--- config.mk ---
export PLATFORM = sky130hd
export DESIGN_NAME = gcd_stein_ci
export DESIGN_NICKNAME = d
export VERILOG_FILES = /design/src/rtl/gcd_ci_pkg.sv /design/src/rtl/gcd_stein_core.sv /design/src/rtl/gcd_stein_ci.sv
export SDC_FILE = /design/constraint.sdc
export NUM_CORES = 1
export LEC_CHECK = 0
export ABC_AREA = 1
export BUFFER_PORTS_ARGS = -buffer_cell sky130_fd_sc_hd__clkbuf_2
export CAP_MARGIN = 10
export CORE_UTILIZATION = 55
export CTS_BUF_LIST = sky130_fd_sc_hd__clkbuf_8
export CTS_CLUSTER_DIAMETER = 200
export DETAILED_ROUTE_END_ITERATION = 8
export PLACE_DENSITY = 0.75
export SLEW_MARGIN = 15
export SYNTH_ARGS = -nofsm -noshare
export SYNTH_HDL_FRONTEND = slang
export SYNTH_SLANG_ARGS = --single-unit
--- constraint.sdc ---
create_clock -name clk -period 2.7 [get_ports clk]
set_clock_uncertainty 0.05 [all_clocks]
set_input_delay 0.54 -clock clk [delete_from_list [all_inputs] [get_ports clk]]
set_output_delay 0.54 -clock clk [all_outputs]
set_load 0.01 [all_outputs]
--- src/rtl/gcd_ci_pkg.sv ---
// Shared types for the binary-GCD custom instruction: CI mode field and FSM states.
package gcd_ci_pkg;

    localparam int MODE_W = 2;

    typedef enum logic [MODE_W-1:0] {
        MODE_GCD      = 2'd0,
        MODE_COPRIME  = 2'd1,
        MODE_LAST_RES = 2'd2,
        MODE_LAST_CYC = 2'd3
    } mode_e;

    typedef enum logic [1:0] {
        ST_IDLE,
        ST_STRIP,
        ST_REDUCE,
        ST_FINISH
    } state_e;

    // Read-back modes skip the datapath and answer from the status registers.
    function automatic logic is_readback(input mode_e m);
        return (m == MODE_LAST_RES) || (m == MODE_LAST_CYC);
    endfunction

endpackage

--- src/rtl/gcd_stein_core.sv ---
// Stein GCD engine: strips shared factors of two, then reduces one step per
// enabled cycle. Also counts enabled cycles from the accepted start to FINISH.
module gcd_stein_core
    import gcd_ci_pkg::*;
#(
    parameter int WIDTH = 32,
    parameter int CNT_W = 16
) (
    input  logic             clk,
    input  logic             reset,
    input  logic             clk_en,
    input  logic             i_go,
    input  logic             i_skip,
    input  logic [WIDTH-1:0] i_a,
    input  logic [WIDTH-1:0] i_b,
    output logic             o_busy,
    output logic             o_fin,
    output logic             o_to_fin,
    output logic [WIDTH-1:0] o_gcd,
    output logic [CNT_W-1:0] o_cyc_nxt
);

    localparam int K_W = $clog2(WIDTH + 1);

    state_e           r_state;
    logic [WIDTH-1:0] r_a;
    logic [WIDTH-1:0] r_b;
    logic [K_W-1:0]   r_k;
    logic [CNT_W-1:0] r_cyc;
    logic [CNT_W-1:0] w_cyc_inc;

    // Saturating increment of the per-operation cycle counter.
    assign w_cyc_inc = (&r_cyc) ? r_cyc : r_cyc + 1'b1;

    assign o_busy    = (r_state != ST_IDLE);
    assign o_fin     = (r_state == ST_FINISH);
    assign o_to_fin  = (r_state == ST_REDUCE) && (r_b == '0);
    // Shared power of two restored; the true GCD always fits in WIDTH bits.
    assign o_gcd     = r_a << r_k;
    assign o_cyc_nxt = w_cyc_inc;

    // FSM and datapath; nothing moves while clk_en is low.
    always_ff @(posedge clk or negedge reset) begin
        if (!reset) begin
            r_state <= ST_IDLE;
            r_a     <= '0;
            r_b     <= '0;
            r_k     <= '0;
            r_cyc   <= '0;
        end else if (clk_en) begin
            // NOTE: non-blocking assignments so every branch reads pre-edge a/b/k.
            case (r_state)
                ST_IDLE: begin
                    if (i_go) begin
                        r_a     <= i_a;
                        r_b     <= i_b;
                        r_k     <= '0;
                        r_cyc   <= '0;
                        r_state <= i_skip ? ST_FINISH : ST_STRIP;
                    end
                end
                ST_STRIP: begin
                    r_cyc <= w_cyc_inc;
                    if (r_a == '0 || r_b == '0) begin
                        r_a     <= r_a | r_b;
                        r_b     <= '0;
                        r_state <= ST_REDUCE;
                    end else if (!r_a[0] && !r_b[0]) begin
                        r_a <= r_a >> 1;
                        r_b <= r_b >> 1;
                        r_k <= r_k + 1'b1;
                    end else begin
                        r_state <= ST_REDUCE;
                    end
                end
                ST_REDUCE: begin
                    r_cyc <= w_cyc_inc;
                    if (r_b == '0) begin
                        r_state <= ST_FINISH;
                    end else if (!r_a[0]) begin
                        r_a <= r_a >> 1;
                    end else if (!r_b[0]) begin
                        r_b <= r_b >> 1;
                    end else if (r_a > r_b) begin
                        r_a <= (r_a - r_b) >> 1;
                    end else if (r_b > r_a) begin
                        r_b <= (r_b - r_a) >> 1;
                    end else begin
                        r_b <= '0;
                    end
                end
                ST_FINISH: begin
                    r_cyc   <= w_cyc_inc;
                    r_state <= ST_IDLE;
                end
                default: r_state <= ST_IDLE;
            endcase
        end
    end

endmodule

--- src/rtl/gcd_stein_ci.sv ---
// Nios II multi-cycle custom instruction: Stein GCD, coprime test and status
// read-backs selected by the n field. done is high for the FINISH cycle.
module gcd_stein_ci
    import gcd_ci_pkg::*;
#(
    parameter int WIDTH = 32,
    parameter int CNT_W = 16
) (
    input  logic              clk,
    input  logic              reset,
    input  logic              clk_en,
    input  logic              start,
    input  logic [WIDTH-1:0]  dataa,
    input  logic [WIDTH-1:0]  datab,
    input  logic [MODE_W-1:0] n,
    output logic              done,
    output logic [WIDTH-1:0]  result
);

    mode_e            w_mode_in;
    logic             w_busy;
    logic             w_fin;
    logic             w_to_fin;
    logic             w_accept;
    logic [WIDTH-1:0] w_gcd;
    logic [CNT_W-1:0] w_cyc_nxt;

    mode_e            r_mode;
    logic             r_done;
    logic [WIDTH-1:0] r_result;
    logic [WIDTH-1:0] r_last_res;
    logic [CNT_W-1:0] r_last_cyc;

    assign w_mode_in = mode_e'(n);
    assign w_accept  = start && !w_busy;

    gcd_stein_core #(
        .WIDTH (WIDTH),
        .CNT_W (CNT_W)
    ) u_core (
        .clk       (clk),
        .reset     (reset),
        .clk_en    (clk_en),
        .i_go      (start),
        .i_skip    (is_readback(w_mode_in)),
        .i_a       (dataa),
        .i_b       (datab),
        .o_busy    (w_busy),
        .o_fin     (w_fin),
        .o_to_fin  (w_to_fin),
        .o_gcd     (w_gcd),
        .o_cyc_nxt (w_cyc_nxt)
    );

    // Mode latch, result/done registers and last-operation status.
    always_ff @(posedge clk or negedge reset) begin
        if (!reset) begin
            r_mode     <= MODE_GCD;
            r_done     <= 1'b0;
            r_result   <= '0;
            r_last_res <= '0;
            r_last_cyc <= '0;
        end else if (clk_en) begin
            if (w_accept) begin
                r_mode <= w_mode_in;
                if (w_mode_in == MODE_LAST_RES) begin
                    r_result <= r_last_res;
                    r_done   <= 1'b1;
                end else if (w_mode_in == MODE_LAST_CYC) begin
                    r_result <= WIDTH'(r_last_cyc);
                    r_done   <= 1'b1;
                end
            end else if (w_to_fin) begin
                r_done     <= 1'b1;
                r_last_res <= w_gcd;
                if (r_mode == MODE_COPRIME) begin
                    r_result <= (w_gcd == WIDTH'(1)) ? WIDTH'(1) : '0;
                end else begin
                    r_result <= w_gcd;
                end
            end else if (w_fin) begin
                r_done <= 1'b0;
                // The count includes the FINISH cycle itself.
                if (!is_readback(r_mode)) begin
                    r_last_cyc <= w_cyc_nxt;
                end
            end
        end
    end

    assign done   = r_done;
    assign result = r_result;

endmodule

# == Word-level counts from Yosys, hierarchy flattened ==
# Cells that the tools add are included.
# classes
add_sub_neg,4
n_lt_le_gt_ge,2
eq_ne,21
shift,1
mux,41
bitwise_logic,4
n_reduce_logical,31
# op_table
cell,count
two-way mux 32 bit,19
one-hot mux 32 bit (3 select lines),2
> comparator 32 bit,2
zero test 32 bit,2
subtractor 32 bit,2
equality test 32 x 1 -> 1 bit (second input constant),1
two-way mux 16 bit,2
bitwise OR 32 bit,1
one-hot mux 16 bit (2 select lines),1
left shift 32 x 6 -> 32 bit,1
two-way mux 31 bit,1
two-way mux 6 bit,3
adder 16 x 1 -> 16 bit (second input constant),1
AND reduction 16 bit,1
AND reduction 5 bit,3
AND reduction 7 bit,2
equality test 2 bit (second input constant),6
one-hot mux 6 bit (2 select lines),1
two-way mux 2 bit,5
!= test 3 bit (second input constant),3
AND reduction 3 bit,3
!= test 2 bit (second input constant),4
one-hot mux 2 bit (4 select lines),1
adder 6 x 1 -> 6 bit (second input constant),1
other kinds (16),36
# totals
regBits,171
in_bits,70
output_inout_bits,33
word_cells,116

# == Longest topological paths before layout ==
# depth
depth_word,7
ltp_mapped,23
ltp_nobuf,20

# == Modules after synthesis ==
# Synthesis repeated with hierarchy kept, for this count alone.
# unflattened
cells_unflattened,2557
area_unflattened_um2,16233.1
# by_module_without_submodules
module,instances,cells_each,area_per_inst_um2,seq_area_each_um2
gcd_stein_core,1,2165,12460.7,2202.1
gcd_stein_ci,1,392,3772.4,2077.0

# == Worst setup path before layout ==
# No wires, ideal clock.
# synth_timing
path_kind,reg2reg
from,register u_core.r_b[0]
to,register u_core.r_b[6]
setup_time_ps,116
t_arrival_ps,2678
required_ps,2534
slack_ps,-145
path_stages_with_launch,24
path_buffers,3
synth_period_minus_slack_ps,2845
cell_sequence,dfrtp_1 buf_6 inv_1 clkbuf_8 ha_1 inv_1 fa_1 nand2_1 nand3_2 nand2_1 nand2_1 nand2_1 nand2_2 nand2_1 nand2_1 nand2_2 inv_4 buf_6 nand3_1 nand2_1 nand2_1 nand2_1 nand2_1 nand2_1
# synth_between
elab_chain_len,7
word_cells_on_any_way,18
classes_between,add/sub (1); order compare (2); eq/ne (3); mux (7); reduce/logical (5)
# synth_lines
element,line,rtl
from (decl),gcd_stein_core.sv:27,logic [WIDTH-1:0] r_b;
from (signal assigned),gcd_stein_core.sv:56,r_b <= i_b;
from (signal assigned),gcd_stein_core.sv:70,r_b <= r_b >> 1;
from (signal assigned),gcd_stein_core.sv:83,r_b <= r_b >> 1;
subtractor 32 bit / > comparator 32 bit (equally long branches),"gcd_stein_core.sv:87, gcd_stein_core.sv:86",
two-way mux 31 bit,gcd_stein_core.sv:86,end else if (r_b > r_a) begin
two-way mux 32 bit,gcd_stein_core.sv:84,end else if (r_a > r_b) begin
two-way mux 32 bit,gcd_stein_core.sv:82,end else if (!r_b[0]) begin
two-way mux 32 bit,gcd_stein_core.sv:80,end else if (!r_a[0]) begin
two-way mux 32 bit,gcd_stein_core.sv:78,if (r_b == '0) begin
one-hot mux 32 bit (3 select lines),gcd_stein_core.sv:52,case (r_state)
# Parallel ways exist; a longest one is shown, timed or not. The select of a mux whose other input is x is not followed.
# A chain may end at the register's enable or synchronous reset.

# == Worst setup path in the final report ==
# layout_timing
from,register u_core.r_b[31]
to,register u_core.r_b[21]
# layout_between
elab_chain_len,7
word_cells_on_any_way,15
classes_between,order compare (2); eq/ne (3); mux (7); reduce/logical (3)
# layout_lines
element,line
> comparator 32 bit,gcd_stein_core.sv:86
two-way mux 31 bit,gcd_stein_core.sv:86
two-way mux 32 bit,gcd_stein_core.sv:84
two-way mux 32 bit,gcd_stein_core.sv:82
two-way mux 32 bit,gcd_stein_core.sv:80
two-way mux 32 bit,gcd_stein_core.sv:78
one-hot mux 32 bit (3 select lines),gcd_stein_core.sv:52
# Parallel ways exist; a longest one is shown, timed or not. The select of a mux whose other input is x is not followed.

==> flow_metrics.py <==
metrics = {
    "critical_path": {
        "cp_top_family": "simple AND/OR/NAND/NOR gates",
        "critPathKind": "flop to flop",
        "timing.critical_path.buf_inv": 6,
        "required_ns": 3.06,
        "crit_slowest_cell": "dfrtp_1",
        "crit_path_end_kind": "flop",
        "critPathMaxFanout": 7,
        "arrival_ns": 3.17,
        "crit_chain": "inv_2 -> buf_6 -> nand4_1 -> nor3_2 -> nand3_1 -> nor2_2 -> buf_4 -> nand2_4 -> inv_4 -> nor2_4 -> nand2_2 -> nor2_4 -> nand2_4 -> buf_12 -> buf_12 -> nor2_4 -> nand2_2 -> nand2_2",
        "cp_slowest_stage_delay_ns": 0.41,
        "worst_setup_path_start_kind": "flop",
    },
    "synth": {
        "yosys-top-cells-area": "dfrtp_1, nand2_1, nand3_1",
        "synth_flop_cell": "dfrtp_1",
        "async_flop_share_pct": 100,
        "synth_nets": 2924,
        "netlist-cell-type-count": 49,
        "synth.top_cell.area_share_pct": 25.4,
        "synth_top_area_cell": "dfrtp_1",
        "synthesis.area_sq_mm": 0.0169,
        "synth-edff-count": 0,
        "yosysMostFrequentCell": "nand2_1",
        "yosysSeqAreaShare_pct": 25.4,
        "syn-instance-count": 2750,
        "synth_top_cells_by_count": "nand2_1, nor2_1, nand3_1",
        "synth_area_per_cell_sq_um": 6.13,
        "ys_warn_count": 0,
        "synth_seq_cells": 171,
    },
    "clocking": {
        "clockRootBuffer": "clkbuf_8",
        "htreeDepth": 4,
        "insertion_delay_ns": 0.53,
        "cts_buffer_depth": 2,
        "tritoncts": "built",
        "cts.clk_slew.worst_paths_ns": 0.11,
        "cts_buffers": 17,
        "clock_sinks": 171,
    },
    "die": {
        "die_h_um": 177,
        "coreArea_sq_mm": 0.0299,
        "start_util_pct": 56.4,
        "rows": 63,
        "dieArea_sq_mm": 0.0313,
        "io_pins": 103,
        "die_w_um": 177,
    },
    "global_route": {
        "grt_max_degree": 50,
        "grt_use_total_pct": 43.9,
        "grt-ovfl-total": 0,
        "grt_pass1_wl_mm": 104,
        "grt_pass1_vias": 18991,
        "grt_antenna_before_repair": 3,
    },
    "final_layout": {
        "nFillCells": 2422,
        "nNetsFinal": 3328,
        "fin_util_pct": 74.0,
        "syn2layout_area_growth_pct": 31.1,
        "drive_above_1_share_pct": 26.4,
    },
    "sta": {
        "fmax_ghz": 0.355,
        "post-route-period-util_pct": 104,
        "rsz0062_at_grt": "true",
        "tightest_slew_ns": 1.06,
        "setup_slack_ns": -0.116,
        "setup_violations": 62,
        "hold_violations": 0,
        "drv_slew": 0,
        "relSlewSlack_pct": 29.0,
        "min_period_ns": 2.82,
    },
    "placed_design": {
        "place_congestion": 1.10,
        "place.port_buffers": 102,
        "dp_hpwl_mm": 54.4,
    },
    "route": {
        "drt_iter0_markers": 2736,
        "first_pass_iters": 9,
        "drcViolationCount": 23,
        "drt-total-wl_mm": 73.2,
        "routedWlPerCell_um": 20.6,
        "vias": 21155,
        "vias_per_cell": 5.95,
        "antenna_left": 0,
    },
    "job": {
        "drv_cap": 0,
    },
    "outcome": {
        "violations": "design-rule violations, negative setup slack",
        "status": "complete, but fails checks",
    },
    "min_path": {
        "holdCritPathClass": "input pin to flop",
    },
}
kinds of logic after synthesis:
family                   Yosys count  synth area share (%)
AND/OR/NAND/NOR                 1663                  42.5
buffers and inverters            413                  10.7
AO/OA/AOI/OAI                    370                  12.1
flip-flops                       171                  25.4
adder cells (fa/ha/maj)          104                  7.81
XOR/XNOR                          28                  1.46
multiplexers                       1                0.0668
repair_timing:
item,in CTS,in global routing
gates cloned,3,17
setup endpoints to repair,70,140
buffers inserted,7,33
pin swaps,5,100
hold endpoints to repair,45,0
hold buffers,1,0
gates resized for setup,32,285
registers in the layout, indices dropped and copies added (netlist names):
name,cells
done,1
r_mode,2
u_core.r_cyc,16
r_last_res,32
result,32
u_core.r_a,32
r_last_cyc,16
u_core.r_state,2
u_core.r_k,6
u_core.r_b,32
cells in the final DEF, fill, tap and decap left out, drive strengths merged, types with 14 or more instances in the layout:
cell / n
a21oi: 139
a22oi: 17
a31oi: 14
buf: 387
clkbuf: 126
dfrtp: 171
ha: 102
inv: 304
nand2: 925
nand3: 323
nand3b: 25
nand4: 33
nor2: 324
nor3: 17
o21ai: 164
xor2: 27
worst paths after layout:
check	start	endpoint	slack, ns	cells after the start
worst max-delay path	u_core.r_b[31]	u_core.r_b[21]	-0.12	18
worst min-delay path	datab[31]	u_core.r_b[31]	0.20	3
worst max register to register	u_core.r_b[31]	u_core.r_b[21]	-0.12	18
worst min register to register	r_last_res[29]	r_last_res[29]	0.43	2
max in group asynchronous	reset	u_core.r_b[1]	1.35	3
min in group asynchronous	reset	u_core.r_b[23]	0.50	2
per-stage QoR:
stage | area, sq um | setup WS [ns] | hold WS [ns] | std cells | TNS [ns]
6_report | 22100 | -0.116 | 0.196 | 3557 | -3.14
3_5_place_dp | 20000 | -0.140 | 0.408 | 3469 | -2.28
3_3_place_gp | 20000 | -0.131 | 0.400 | 3469 | -1.50
4_1_cts | 20600 | -0.0301 | 0.190 | 3510 | -0.0301
5_1_grt | 22100 | -0.113 | 0.199 | 3556 | -5.28
2_1_floorplan | 16900 | 0.00726 | 0.194 | 2750 | 0
tightest hold or removal path: stages:
cell and delay [ns]:
clkbuf_2 0.08, nand2_1 0.05, o21ai_0 0.08
cell type report:
type                    instances  area [sq um]  share of cell area [%]
diodes                          1          2.50                  0.0113
clock inverters                13           119                   0.538
clock buffers                  18           248                    1.12
multi-input cells            2168         11800                    53.3
repair inverters                1          11.3                  0.0510
well taps                     390           488                    2.21
inverters                     299          1160                    5.23
repair buffers                496          4020                    18.2
flip-flops and latches        171          4280                    19.4
layer usage:
metal	GRT usage [%]	part of all wire (%)
met1	56.0	38
met4	22.8	5.5
met2	68.2	44
met3	10.9	12
met5	0	0.016
Power is not shown: default switching activity piles up to over one toggle a cycle in this logic, so the estimate is an artifact.
